**src/rtl/iic_arb_pkg.sv**
```systemverilog
// Shared types and constants for the IIC bus arbiter slice.
package iic_arb_pkg;

    localparam int AW    = 8;
    localparam int DW    = 8;
    localparam int PTR_W = 2;

    typedef enum logic [1:0] {
        IDLE     = 2'd0,
        ISSUE    = 2'd1,
        WAIT_ACK = 2'd2,
        RELEASE  = 2'd3
    } arb_state_e;

    typedef enum logic {
        OP_WR = 1'b0,
        OP_RD = 1'b1
    } arb_op_e;

endpackage

```
**src/rtl/iic_rr_arbiter.sv**
```systemverilog
// Winner select for the IIC bus arbiter.
// Default: round-robin starting after the last owner.
// With ARB_FIXED_PRIO_EN defined: fixed priority, lowest index wins, no pointer.
module iic_rr_arbiter
    import iic_arb_pkg::*;
#(
    parameter int NREQ = 2
) (
    input  logic            clk,
    input  logic            rst,
    input  logic [NREQ-1:0] i_pend,
    input  logic [NREQ-1:0] i_owner,
    input  logic            i_advance,
    output logic [NREQ-1:0] o_winner
);

`ifdef ARB_FIXED_PRIO_EN

    // Lowest pending index wins.
    always_comb begin
        logic w_found;
        logic w_hit;
        o_winner = '0;
        w_found  = 1'b0;
        w_hit    = 1'b0;
        for (int j = 0; j < NREQ; j++) begin
            w_hit       = !w_found && i_pend[j];
            o_winner[j] = w_hit;
            w_found     = w_found | w_hit;
        end
    end

`else

    logic [PTR_W-1:0] r_ptr;
    logic [PTR_W-1:0] w_ptr_nxt;

    // Scan pending requests starting at the pointer, wrapping at NREQ.
    always_comb begin
        logic w_found;
        logic w_hit;
        int   w_idx;
        o_winner = '0;
        w_found  = 1'b0;
        w_hit    = 1'b0;
        w_idx    = 0;
        for (int k = 0; k < NREQ; k++) begin
            w_idx = int'(r_ptr) + k;
            w_idx = (w_idx >= NREQ) ? (w_idx - NREQ) : w_idx;
            for (int j = 0; j < NREQ; j++) begin
                w_hit       = !w_found && (j == w_idx) && i_pend[j];
                o_winner[j] = o_winner[j] | w_hit;
                w_found     = w_found | w_hit;
            end
        end
    end

    // Pointer target: the index just after the retiring owner.
    always_comb begin
        w_ptr_nxt = r_ptr;
        for (int j = 0; j < NREQ; j++) begin
            w_ptr_nxt = i_owner[j] ? ((j == NREQ - 1) ? {PTR_W{1'b0}} : PTR_W'(j + 1)) : w_ptr_nxt;
        end
    end

    // Pointer register, moved only when a transaction is released.
    always_ff @(posedge clk) begin
        if (rst) begin
            r_ptr <= {PTR_W{1'b0}};
        end else if (i_advance) begin
            r_ptr <= w_ptr_nxt;
        end else begin
            r_ptr <= r_ptr;
        end
    end

`endif

endmodule

```
**src/rtl/iic_bus_arbiter.sv**
```systemverilog
// Shares one iic_controller between NREQ requesters: arbitrates, latches the
// winner's command, drives the controller until ack or watchdog expiry and
// routes ack/err/read data back to the owner. Optional build macro:
// ARB_FIXED_PRIO_EN (fixed priority instead of round-robin, see iic_rr_arbiter).
module iic_bus_arbiter
    import iic_arb_pkg::*;
#(
    parameter int NREQ        = 2,
    parameter int TIMEOUT_CYC = 2000000,
    parameter int TO_W        = 21
) (
    input  logic               clk,
    input  logic               rst,
    input  logic [NREQ-1:0]    req_wr,
    input  logic [NREQ-1:0]    req_rd,
    input  logic [NREQ*AW-1:0] req_addr,
    input  logic [NREQ*DW-1:0] req_wrdb,
    output logic [NREQ-1:0]    req_ack,
    output logic [NREQ-1:0]    req_err,
    output logic [DW-1:0]      req_rddb,
    output logic [NREQ-1:0]    grant,
    output logic               iicwr_req,
    output logic               iicrd_req,
    output logic [AW-1:0]      iic_addr,
    output logic [DW-1:0]      iic_wrdb,
    input  logic [DW-1:0]      iic_rddb,
    input  logic               iic_ack
);

    arb_state_e      r_state, w_state_nxt;
    arb_op_e         r_op, w_op_nxt;
    logic [NREQ-1:0] r_grant, w_grant_nxt;
    logic [NREQ-1:0] r_owner, w_owner_nxt;
    logic [NREQ-1:0] r_ack, w_ack_nxt;
    logic [NREQ-1:0] r_err, w_err_nxt;
    logic [AW-1:0]   r_addr, w_addr_nxt;
    logic [DW-1:0]   r_wrdb, w_wrdb_nxt;
    logic [DW-1:0]   r_rddb, w_rddb_nxt;
    logic [TO_W-1:0] r_cnt, w_cnt_nxt;
    logic            r_iicwr, w_iicwr_nxt;
    logic            r_iicrd, w_iicrd_nxt;

    logic [NREQ-1:0] w_pend;
    logic [NREQ-1:0] w_illegal;
    logic [NREQ-1:0] w_winner;
    logic            w_advance;
    logic [AW-1:0]   w_sel_addr;
    logic [DW-1:0]   w_sel_wrdb;
    logic            w_sel_illegal;
    logic            w_sel_rd;

    assign w_pend    = req_wr | req_rd;
    assign w_illegal = req_wr & req_rd;
    assign w_advance = (r_state == RELEASE);

    iic_rr_arbiter #(.NREQ(NREQ)) u_arb (
        .clk       (clk),
        .rst       (rst),
        .i_pend    (w_pend),
        .i_owner   (r_owner),
        .i_advance (w_advance),
        .o_winner  (w_winner)
    );

    // One-hot mux of the winner's address, data and operation.
    always_comb begin
        w_sel_addr = '0;
        w_sel_wrdb = '0;
        for (int i = 0; i < NREQ; i++) begin
            w_sel_addr = w_sel_addr | (req_addr[i*AW +: AW] & {AW{w_winner[i]}});
            w_sel_wrdb = w_sel_wrdb | (req_wrdb[i*DW +: DW] & {DW{w_winner[i]}});
        end
        w_sel_illegal = |(w_winner & w_illegal);
        w_sel_rd      = |(w_winner & req_rd);
    end

    // Next-state and next-output logic; everything holds unless a state acts.
    always_comb begin
        w_state_nxt = r_state;
        w_op_nxt    = r_op;
        w_grant_nxt = r_grant;
        w_owner_nxt = r_owner;
        w_ack_nxt   = '0;
        w_err_nxt   = '0;
        w_addr_nxt  = r_addr;
        w_wrdb_nxt  = r_wrdb;
        w_rddb_nxt  = r_rddb;
        w_cnt_nxt   = r_cnt;
        w_iicwr_nxt = r_iicwr;
        w_iicrd_nxt = r_iicrd;
        case (r_state)
            IDLE: begin
                if (|w_pend) begin
                    w_owner_nxt = w_winner;
                    if (w_sel_illegal) begin
                        // wr and rd together: reject without touching the bus
                        w_err_nxt   = w_winner;
                        w_state_nxt = RELEASE;
                    end else begin
                        w_grant_nxt = w_winner;
                        w_addr_nxt  = w_sel_addr;
                        w_wrdb_nxt  = w_sel_wrdb;
                        w_op_nxt    = w_sel_rd ? OP_RD : OP_WR;
                        w_state_nxt = ISSUE;
                    end
                end else begin
                    w_state_nxt = IDLE;
                end
            end
            ISSUE: begin
                w_iicwr_nxt = (r_op == OP_WR);
                w_iicrd_nxt = (r_op == OP_RD);
                w_cnt_nxt   = '0;
                w_state_nxt = WAIT_ACK;
            end
            WAIT_ACK: begin
                if (iic_ack) begin
                    // ack takes precedence over a simultaneous watchdog expiry
                    w_ack_nxt   = r_owner;
                    w_rddb_nxt  = (r_op == OP_RD) ? iic_rddb : r_rddb;
                    w_iicwr_nxt = 1'b0;
                    w_iicrd_nxt = 1'b0;
                    w_state_nxt = RELEASE;
                end else if (r_cnt == TO_W'(TIMEOUT_CYC - 1)) begin
                    w_err_nxt   = r_owner;
                    w_iicwr_nxt = 1'b0;
                    w_iicrd_nxt = 1'b0;
                    w_state_nxt = RELEASE;
                end else begin
                    w_cnt_nxt = r_cnt + TO_W'(1);
                end
            end
            RELEASE: begin
                w_grant_nxt = '0;
                w_owner_nxt = '0;
                w_iicwr_nxt = 1'b0;
                w_iicrd_nxt = 1'b0;
                w_state_nxt = IDLE;
            end
            default: begin
                w_grant_nxt = '0;
                w_owner_nxt = '0;
                w_iicwr_nxt = 1'b0;
                w_iicrd_nxt = 1'b0;
                w_state_nxt = IDLE;
            end
        endcase
    end

    // State register.
    always_ff @(posedge clk) begin
        if (rst) begin
            r_state <= IDLE;
        end else begin
            r_state <= w_state_nxt;
        end
    end

    // Latched command, registered outputs and watchdog counter.
    always_ff @(posedge clk) begin
        if (rst) begin
            r_op    <= OP_WR;
            r_grant <= '0;
            r_owner <= '0;
            r_ack   <= '0;
            r_err   <= '0;
            r_addr  <= '0;
            r_wrdb  <= '0;
            r_rddb  <= '0;
            r_cnt   <= '0;
            r_iicwr <= 1'b0;
            r_iicrd <= 1'b0;
        end else begin
            r_op    <= w_op_nxt;
            r_grant <= w_grant_nxt;
            r_owner <= w_owner_nxt;
            r_ack   <= w_ack_nxt;
            r_err   <= w_err_nxt;
            r_addr  <= w_addr_nxt;
            r_wrdb  <= w_wrdb_nxt;
            r_rddb  <= w_rddb_nxt;
            r_cnt   <= w_cnt_nxt;
            r_iicwr <= w_iicwr_nxt;
            r_iicrd <= w_iicrd_nxt;
        end
    end

    assign req_ack   = r_ack;
    assign req_err   = r_err;
    assign req_rddb  = r_rddb;
    assign grant     = r_grant;
    assign iicwr_req = r_iicwr;
    assign iicrd_req = r_iicrd;
    assign iic_addr  = r_addr;
    assign iic_wrdb  = r_wrdb;

endmodule

```
**config.mk**
```make
export PLATFORM = sky130hd
export DESIGN_NAME = iic_bus_arbiter
export DESIGN_NICKNAME = d
export VERILOG_FILES = /design/src/rtl/iic_arb_pkg.sv /design/src/rtl/iic_rr_arbiter.sv /design/src/rtl/iic_bus_arbiter.sv
export SDC_FILE = /design/constraint.sdc
export NUM_CORES = 1
export LEC_CHECK = 0
export ABC_AREA = 1
export CAP_MARGIN = 20
export CELL_PAD_IN_SITES_DETAIL_PLACEMENT = 1
export CELL_PAD_IN_SITES_GLOBAL_PLACEMENT = 1
export CORE_ASPECT_RATIO = 0.8
export CORE_MARGIN = 4
export CORE_UTILIZATION = 34
export DETAILED_ROUTE_END_ITERATION = 10
export GPL_ROUTABILITY_DRIVEN = 1
export GPL_TIMING_DRIVEN = 0
export PLACE_DENSITY = 0.92
export SLEW_MARGIN = 20
export SYNTH_ARGS = -nofsm -noshare
export SYNTH_HDL_FRONTEND = slang
export SYNTH_HIERARCHICAL = 1
export SYNTH_SLANG_ARGS = --single-unit
```
**constraint.sdc**
```tcl
create_clock -name clk -period 1.8 [get_ports clk]
set_input_delay 0.36 -clock clk [delete_from_list [all_inputs] [get_ports clk]]
set_output_delay 0.36 -clock clk [all_outputs]
set_load 0.01 [all_outputs]
```
==> summary.txt, run 1 <==
Outcome
  • Status: finished, violations left
  • Failing checks: negative setup slack

Yosys
  • Unique cell type count in the Yosys netlist: 30
  • Post-Syn Area: 2970 um^2
  • Register area share after synthesis: 0.397
  • Synthesized instance count: 433
  • Synthesized Nets: between 400 and 500
  • Avg Cell Area, Syn: 6.87 um^2
  • Ys Warns: 6
  • Synthesized flop and latch total: 59

Critical path
  • CP Max Fanout: 10
  • Crit path cell chain: inv_1, ha_2, inv_1, nor2_4, nand2_8, buf_6, o21ai_1, a21oi_1
  • Slowest Stage Delay on Critical Path: 0.40 ns
  • Instance count on the critical path: 8
  • CP arrival: approximately 2.1 ns
  • Crit start category: flop
  • Top Family by Delay on Critical Path: buffers and inverters
  • Worst path required time: approximately 2.0 ns
  • Slowest cell on the critical path: dfxtp_1
  • Worst Path Buf+Inv: 3
  • Flop2flop setup slack: -0.09 ns
  • Cell mode on critical path: inv_1
  • R2R cell count: 8
  • Crit path capture type: flop
  • Critical path type: flop to flop

GRT
  • First-pass GRT wire length: around 16,000 um
  • GRT Residual Overflow: 0
  • Vias in the first global route: between 3,000 and 4,000
  • Initial antenna violation count: 0
  • Largest net degree at the start of global routing: 14
  • M3 GR Usage: 0.0541
  • GRT Overall Usage: 0.196
  • GR peak layer: met2
  • GRT met1 Usage: 0.247
  • Met2 Track Usage GR: 0.329

Floorplanning
  • # IOs: 79
  • Cell Rows: 30
  • Die area: 10,300 um^2
  • Die Span Y: around 92 um
  • Initial Utilization: 0.350
  • Core area: 8480 um^2
  • Die W: roughly 110 um

STA
  • Hold Vio Cnt, Final: 0
  • Final Critical Period: between 1.5 and 2 ns
  • FMAX: between 500 and 600 MHz
  • Final setup margin: -0.0876 ns
  • Final worst-path cycle share: 1.05
  • Max-slew violations: 0
  • Final setup violation count: 13
  • Skew final: 0.0201 ns
  • Max-slew headroom: 0.600
  • Worst-Margin Slew: roughly 0.6 ns

CTS
  • Number of hold buffers added after cts: 0
  • Clk_lat worst skew: around 0.36 ns
  • Root Buffer: clkbuf_8
  • Clock sink count: 59
  • CTS tree: done
  • Longest Clk Path Bufs: 2
  • H-Tree Depth: 3
  • Number of CTS-inserted buffers: 9
  • CTS clk-pin slew, worst paths: approximately 0.09 ns

Final layout
  • Share of cells above drive strength 1: 0.137
  • Final core occ: 0.500
  • Nets: roughly 580
  • Filler Cells Inserted: 1,101
  • Number of diodes: 0
  • Non-Filler Instances: 646
  • Area grow syn2layout: 42.6%
  • Final instance area: 4240 um^2

Placement
  • Post-DP Area: 3890 um^2
  • Post-Place Cells: just over 600
  • Gp weighted congestion: between 0.8 and 0.9
  • Detailed placer's ending HPWL: approximately 7500 um
  • Port bufs: 78

Routing
  • Avg Vias per Cell: around 5.2
  • Vias: between 3,000 and 4,000
  • DRC Markers: 0
  • Final WL: between 10,000 and 15,000 um
  • Pre-antenna DRT Iters: 5
  • DRT antenna net count: 0
  • Iteration-0 DRC Markers: 215
  • Wire per inst: about 17 um

Run
  • MaxCap Viol Count: 0

Pwr
  • LEAKAGE: 1.63 nW
  • Pwr/cell area: ~1100 nW/um^2
  • Maximum vdd drop: roughly 0.00058 V

Worst hold path
  • Worst min path class: flop to flop
  • Hold Crit Depth: 2
## worst paths after layout
check	from	to
min	req_rddb[7]	req_rddb[7]
min reg2reg	req_rddb[7]	req_rddb[7]
max	r_state[0]	r_state[0]
max reg2reg	r_state[0]	r_state[0]
## final cells by class
| cell class | instances | area [um^2] | share of cell area |
|---|---|---|---|
| inverters | 54 | 205 | 0.0484 |
| repair buffers | 87 | 866 | 0.204 |
| flip-flops and latches | 59 | 1180 | 0.279 |
| multi-input cells | 303 | 1540 | 0.363 |
| clock buffers | 11 | 141 | 0.0334 |
| plain buffers | 15 | 111 | 0.0263 |
| clock inverters | 5 | 52.6 | 0.0124 |
| well taps | 112 | 140 | 0.0331 |
## what timing repair did
item,4_1_cts,5_1_grt
buffers inserted,3,5
endpoints found under the setup margin,32,44
cloned,0,1
gates resized for setup,11,27
pin swaps,1,4
## cell usage after synthesis
library cell,n,area [um^2]
o21bai_1,2,15.0
nor3_1,5,25.0
nand3_2,4,40.0
nand2_2,3,18.8
nor2_1,41,154
o21ai_1,6,30.0
buf_2,6,30.0
ha_1,5,62.6
buf_6,3,33.8
nor2_2,7,43.8
nand2_1,105,394
nand4_1,1,6.26
inv_4,1,6.26
nand3b_1,3,22.5
nand2_8,1,20.0
inv_1,49,184
nand3_4,1,17.5
dfxtp_1,59,1180
inv_2,2,7.51
clkinv_1,2,7.51
a21oi_1,33,165
a31oi_1,15,93.8
xor2_1,1,8.76
a21boi_0,1,7.51
nor2_4,2,22.5
xnor2_1,2,17.5
clkbuf_1,8,30.0
nand3_1,27,135
o21ai_0,37,185
o21a_1,1,7.51
## flip-flops by register name (all words and copies together) (netlist names), 2 cells and up
| signal | flops |
|---|---|
| r_cnt | 21 |
| iic_addr | 8 |
| iic_wrdb | 8 |
| req_rddb | 8 |
| grant | 2 |
| r_owner | 2 |
| r_state | 2 |
| req_ack | 2 |
| req_err | 2 |
## through the flow
| stage | hold WS, ns | TNS (ns) | worst slack (ns) | power (mW) |
|---|---|---|---|---|
| floorplan | 0.429 | 0 | 0.269 | 2.54 |
| global placement | 0.433 | -11.04 | -0.495 | 3.25 |
| detailed placement | 0.443 | -13.91 | -0.599 | 3.33 |
| CTS | 0.453 | 0 | 0.0179 | 4.62 |
| global route | 0.465 | -2.95 | -0.185 | 5.10 |
| finish | 0.449 | -0.408 | -0.0876 | 4.84 |
## tightest hold or removal path, stage by stage, from the launching register on
cell and delay [ns]:
dfxtp_1 0.31, inv_1 0.05, a21oi_1 0.05
## power breakdown
group	leakage (nW)	switching [mW]	internal [mW]
Clock	0.0991	0.574	0.670
Sequential	0.482	0.170	1.54
Combinational	1.05	1.08	0.808
## cell families after synthesis
group           share of synthesized area
flops                               0.397
xor+xnor                          0.00884
fa+ha+maj                          0.0210
simple gates                        0.303
buf+inv                             0.101
compound gates                      0.170
## per-layer routing
layer  vias up  share of wire
met5         -              0
met4         0          0.021
met3        19          0.061
met2       111           0.49
met1      1619           0.43
li1       1590              -
## layout by cell type (no fill, tap or decap), types with 8 or more instances in the layout
cell	instances
o21ai_0	34
clkdlybuf4s50_1	75
buf_4	8
a31oi_1	15
nand2_1	103
clkbuf_8	10
a21oi_1	33
dfxtp_1	58
inv_1	46
nor2_2	9
nand3_1	25
nor2_1	36
o21ai_1	9
No activity file was read; power rests on OpenSTA's default activity.
==> inputs of run 2 (changes only) <==
Settings changed: PLACE_DENSITY 0.92 to default, PLACE_DENSITY_LB_ADDON from default to 0.1.
==> run 2 against run 1 <==
Utilization increased by 0.34 points. The flow now finishes without violations. Register-to-register slack improved by 0.20 ns. Clock skew decreased by 0.014 ns. Largest power group unchanged. Largest cell class unchanged. Cell area increased by 0.68%. Highest routed layer unchanged.
==> summary.txt, run 2 (synthesis results as in run 1) <==
CTS
  • CTS clk-pin slew, worst paths: 0.07 ns
  • H-Tree Depth: 3
  • Number of CTS-inserted buffers: 9
  • Clock sink count: 59
  • Root Buffer: clkbuf_8
  • Longest Clk Path Bufs: 2
  • Clk_lat worst skew: around 0.34 ns
  • CTS tree: done
  • Number of hold buffers added after cts: 0

STA
  • FMAX: approximately 590 MHz
  • Max-slew violations: 0
  • Final setup margin: roughly 0.11 ns
  • Worst-Margin Slew: around 0.58 ns
  • Final worst-path cycle share: 0.938
  • Final Critical Period: 1.69 ns
  • Setup repair after global routing missed its margin: false
  • Final setup violation count: 0
  • Hold Vio Cnt, Final: 0
  • Skew final: 0.00565 ns
  • Max-slew headroom: 0.614

Critical path
  • Flop2flop setup slack: about 0.11 ns
  • Crit Reg-Reg Startpoint: r_cnt[1]
  • Critical path type: flop to flop
  • Crit path cell chain: ha_2, nand3_4, nor2_4, nand3_4, nand2_8, inv_4, clkbuf_4, nand2_1, a21oi_1
  • CP arrival: between 1.5 and 2 ns
  • Crit path capture type: flop
  • CP Max Fanout: 10
  • Crit start category: flop
  • Cell mode on critical path: nand3_4
  • Slowest cell on the critical path: dfxtp_1
  • Worst path required time: 2.00 ns
  • R2R cell count: 9
  • Slowest Stage Delay on Critical Path: between 0.3 and 0.4 ns
  • R2r endpoint: r_cnt[8]

Placement
  • Gp weighted congestion: 0.777
  • Pre-CTS setup slack: -0.625 ns
  • Detailed placer's ending HPWL: about 7400 um
  • Post-Place Cells: roughly 620
  • Port bufs: slightly below 80
  • Post-DP Area: just under 4000 um^2

GRT
  • First-pass GRT wire length: approximately 16,000 um
  • Largest net degree at the start of global routing: 14
  • GRT Residual Overflow: 0
  • GRT Overall Usage: 0.195
  • Initial antenna violation count: 0
  • Vias in the first global route: 3,179

Floorplanning
  • # IOs: slightly below 80
  • Cell Rows: 30
  • Die W: 113 um
  • Die area: about 10,000 um^2
  • Die Span Y: between 90 and 100 um
  • Initial Utilization: 0.350
  • Core area: around 8500 um^2

Pwr
  • Maximum vdd drop: roughly 0.00046 V
  • Pwr/cell area: around 1200 nW/um^2
  • Final Power: 4.99 mW
  • LEAKAGE: about 1.6 nW

Run
  • MaxCap Viol Count: 0

Worst hold path
  • Hold path start: req_rddb[0]
  • Hold Crit Depth: 2
  • Worst min path class: flop to flop
  • WHS Endpoint: req_rddb[0]

Final layout
  • Max FFs per register: 21
  • Final instance area: between 4000 and 5000 um^2
  • Biggest register: r_cnt
  • Share of cells above drive strength 1: 0.134
  • Nets: around 580
  • Filler Cells Inserted: between 1,000 and 1,500
  • Final core occ: 0.503
  • Non-Filler Instances: roughly 640
  • Number of diodes: 0
  • Commonest non-fill, non-tap cell in the layout: nand2_1
  • Area grow syn2layout: 43.6%
  • Most frequent cells in the layout: nand2_1 (102), clkdlybuf4s50_1 (74), dfxtp_1 (58)

Routing
  • Pre-antenna DRT Iters: 4
  • Iteration-0 DRC Markers: ~130
  • DRT antenna net count: 0
  • DRC Markers: 0
  • Wire per inst: 15.6 um
  • Final WL: about 10,000 um
  • Avg Vias per Cell: 4.93
  • Vias: around 3,200

Outcome
  • Status: finished clean
-- run 2: how the worst max path moves through the flow --
stage / from / end / slack, ns
floorplan: req_rd[1] / iic_addr[5] / 0.27
global placement: req_rd[1] / iic_addr[6] / -0.56
detailed placement: req_rd[1] / iic_addr[5] / -0.62
CTS: req_rd[0] / iic_addr[3] / 0.001
global route: r_state[0] / r_cnt[2] / 0.01
finish: r_cnt[1] / r_cnt[8] / 0.11
-- run 2: stage by stage --
stage	setup TNS, ns	hold slack, ns
after floorplan	0	0.429
after global placement	-13.06	0.433
after detailed placement	-15.49	0.444
after CTS	0	0.455
after global routing	0	0.477
final	0	0.445
-- run 2: where the power goes --
group | switching, mW | internal (mW) | total (mW)
Sequential | 0.135 | 1.54 | 1.68
Clock | 0.548 | 0.954 | 1.50
Combinational | 1.01 | 0.805 | 1.81
-- run 2: final cells by class --
type | count | area [um^2] | share of cell area
tap | 112 | 140 | 0.0328
sequential | 59 | 1180 | 0.277
multi-input combinational | 303 | 1550 | 0.364
clock inverter | 5 | 100 | 0.0235
buffer | 16 | 115 | 0.0270
timing repair buffer | 83 | 832 | 0.195
inverter | 54 | 205 | 0.0481
clock buffer | 11 | 141 | 0.0331
-- run 2: worst max-delay path, delay by kind of cell, from the launching register on --
family	cells	cell delay, ns
fa+ha+maj	1	0.24
buf+inv	2	0.24
simple gates	5	0.62
compound gates	1	0.06
flops	1	0.37
-- run 2: repair_timing --
item / in CTS / in global routing
buffers inserted: 1 / 3
resized for setup: 12 / 31
endpoints found under the setup margin: 33 / 45
cloned: 0 / 1
pin swaps: 2 / 3
-- run 2: per-layer routing --
layer  global-route usage  part of all wire
met4               0.0621             0.012
met2                0.297              0.44
met3               0.0627             0.076
met5                    0                 0
met1                0.261              0.47
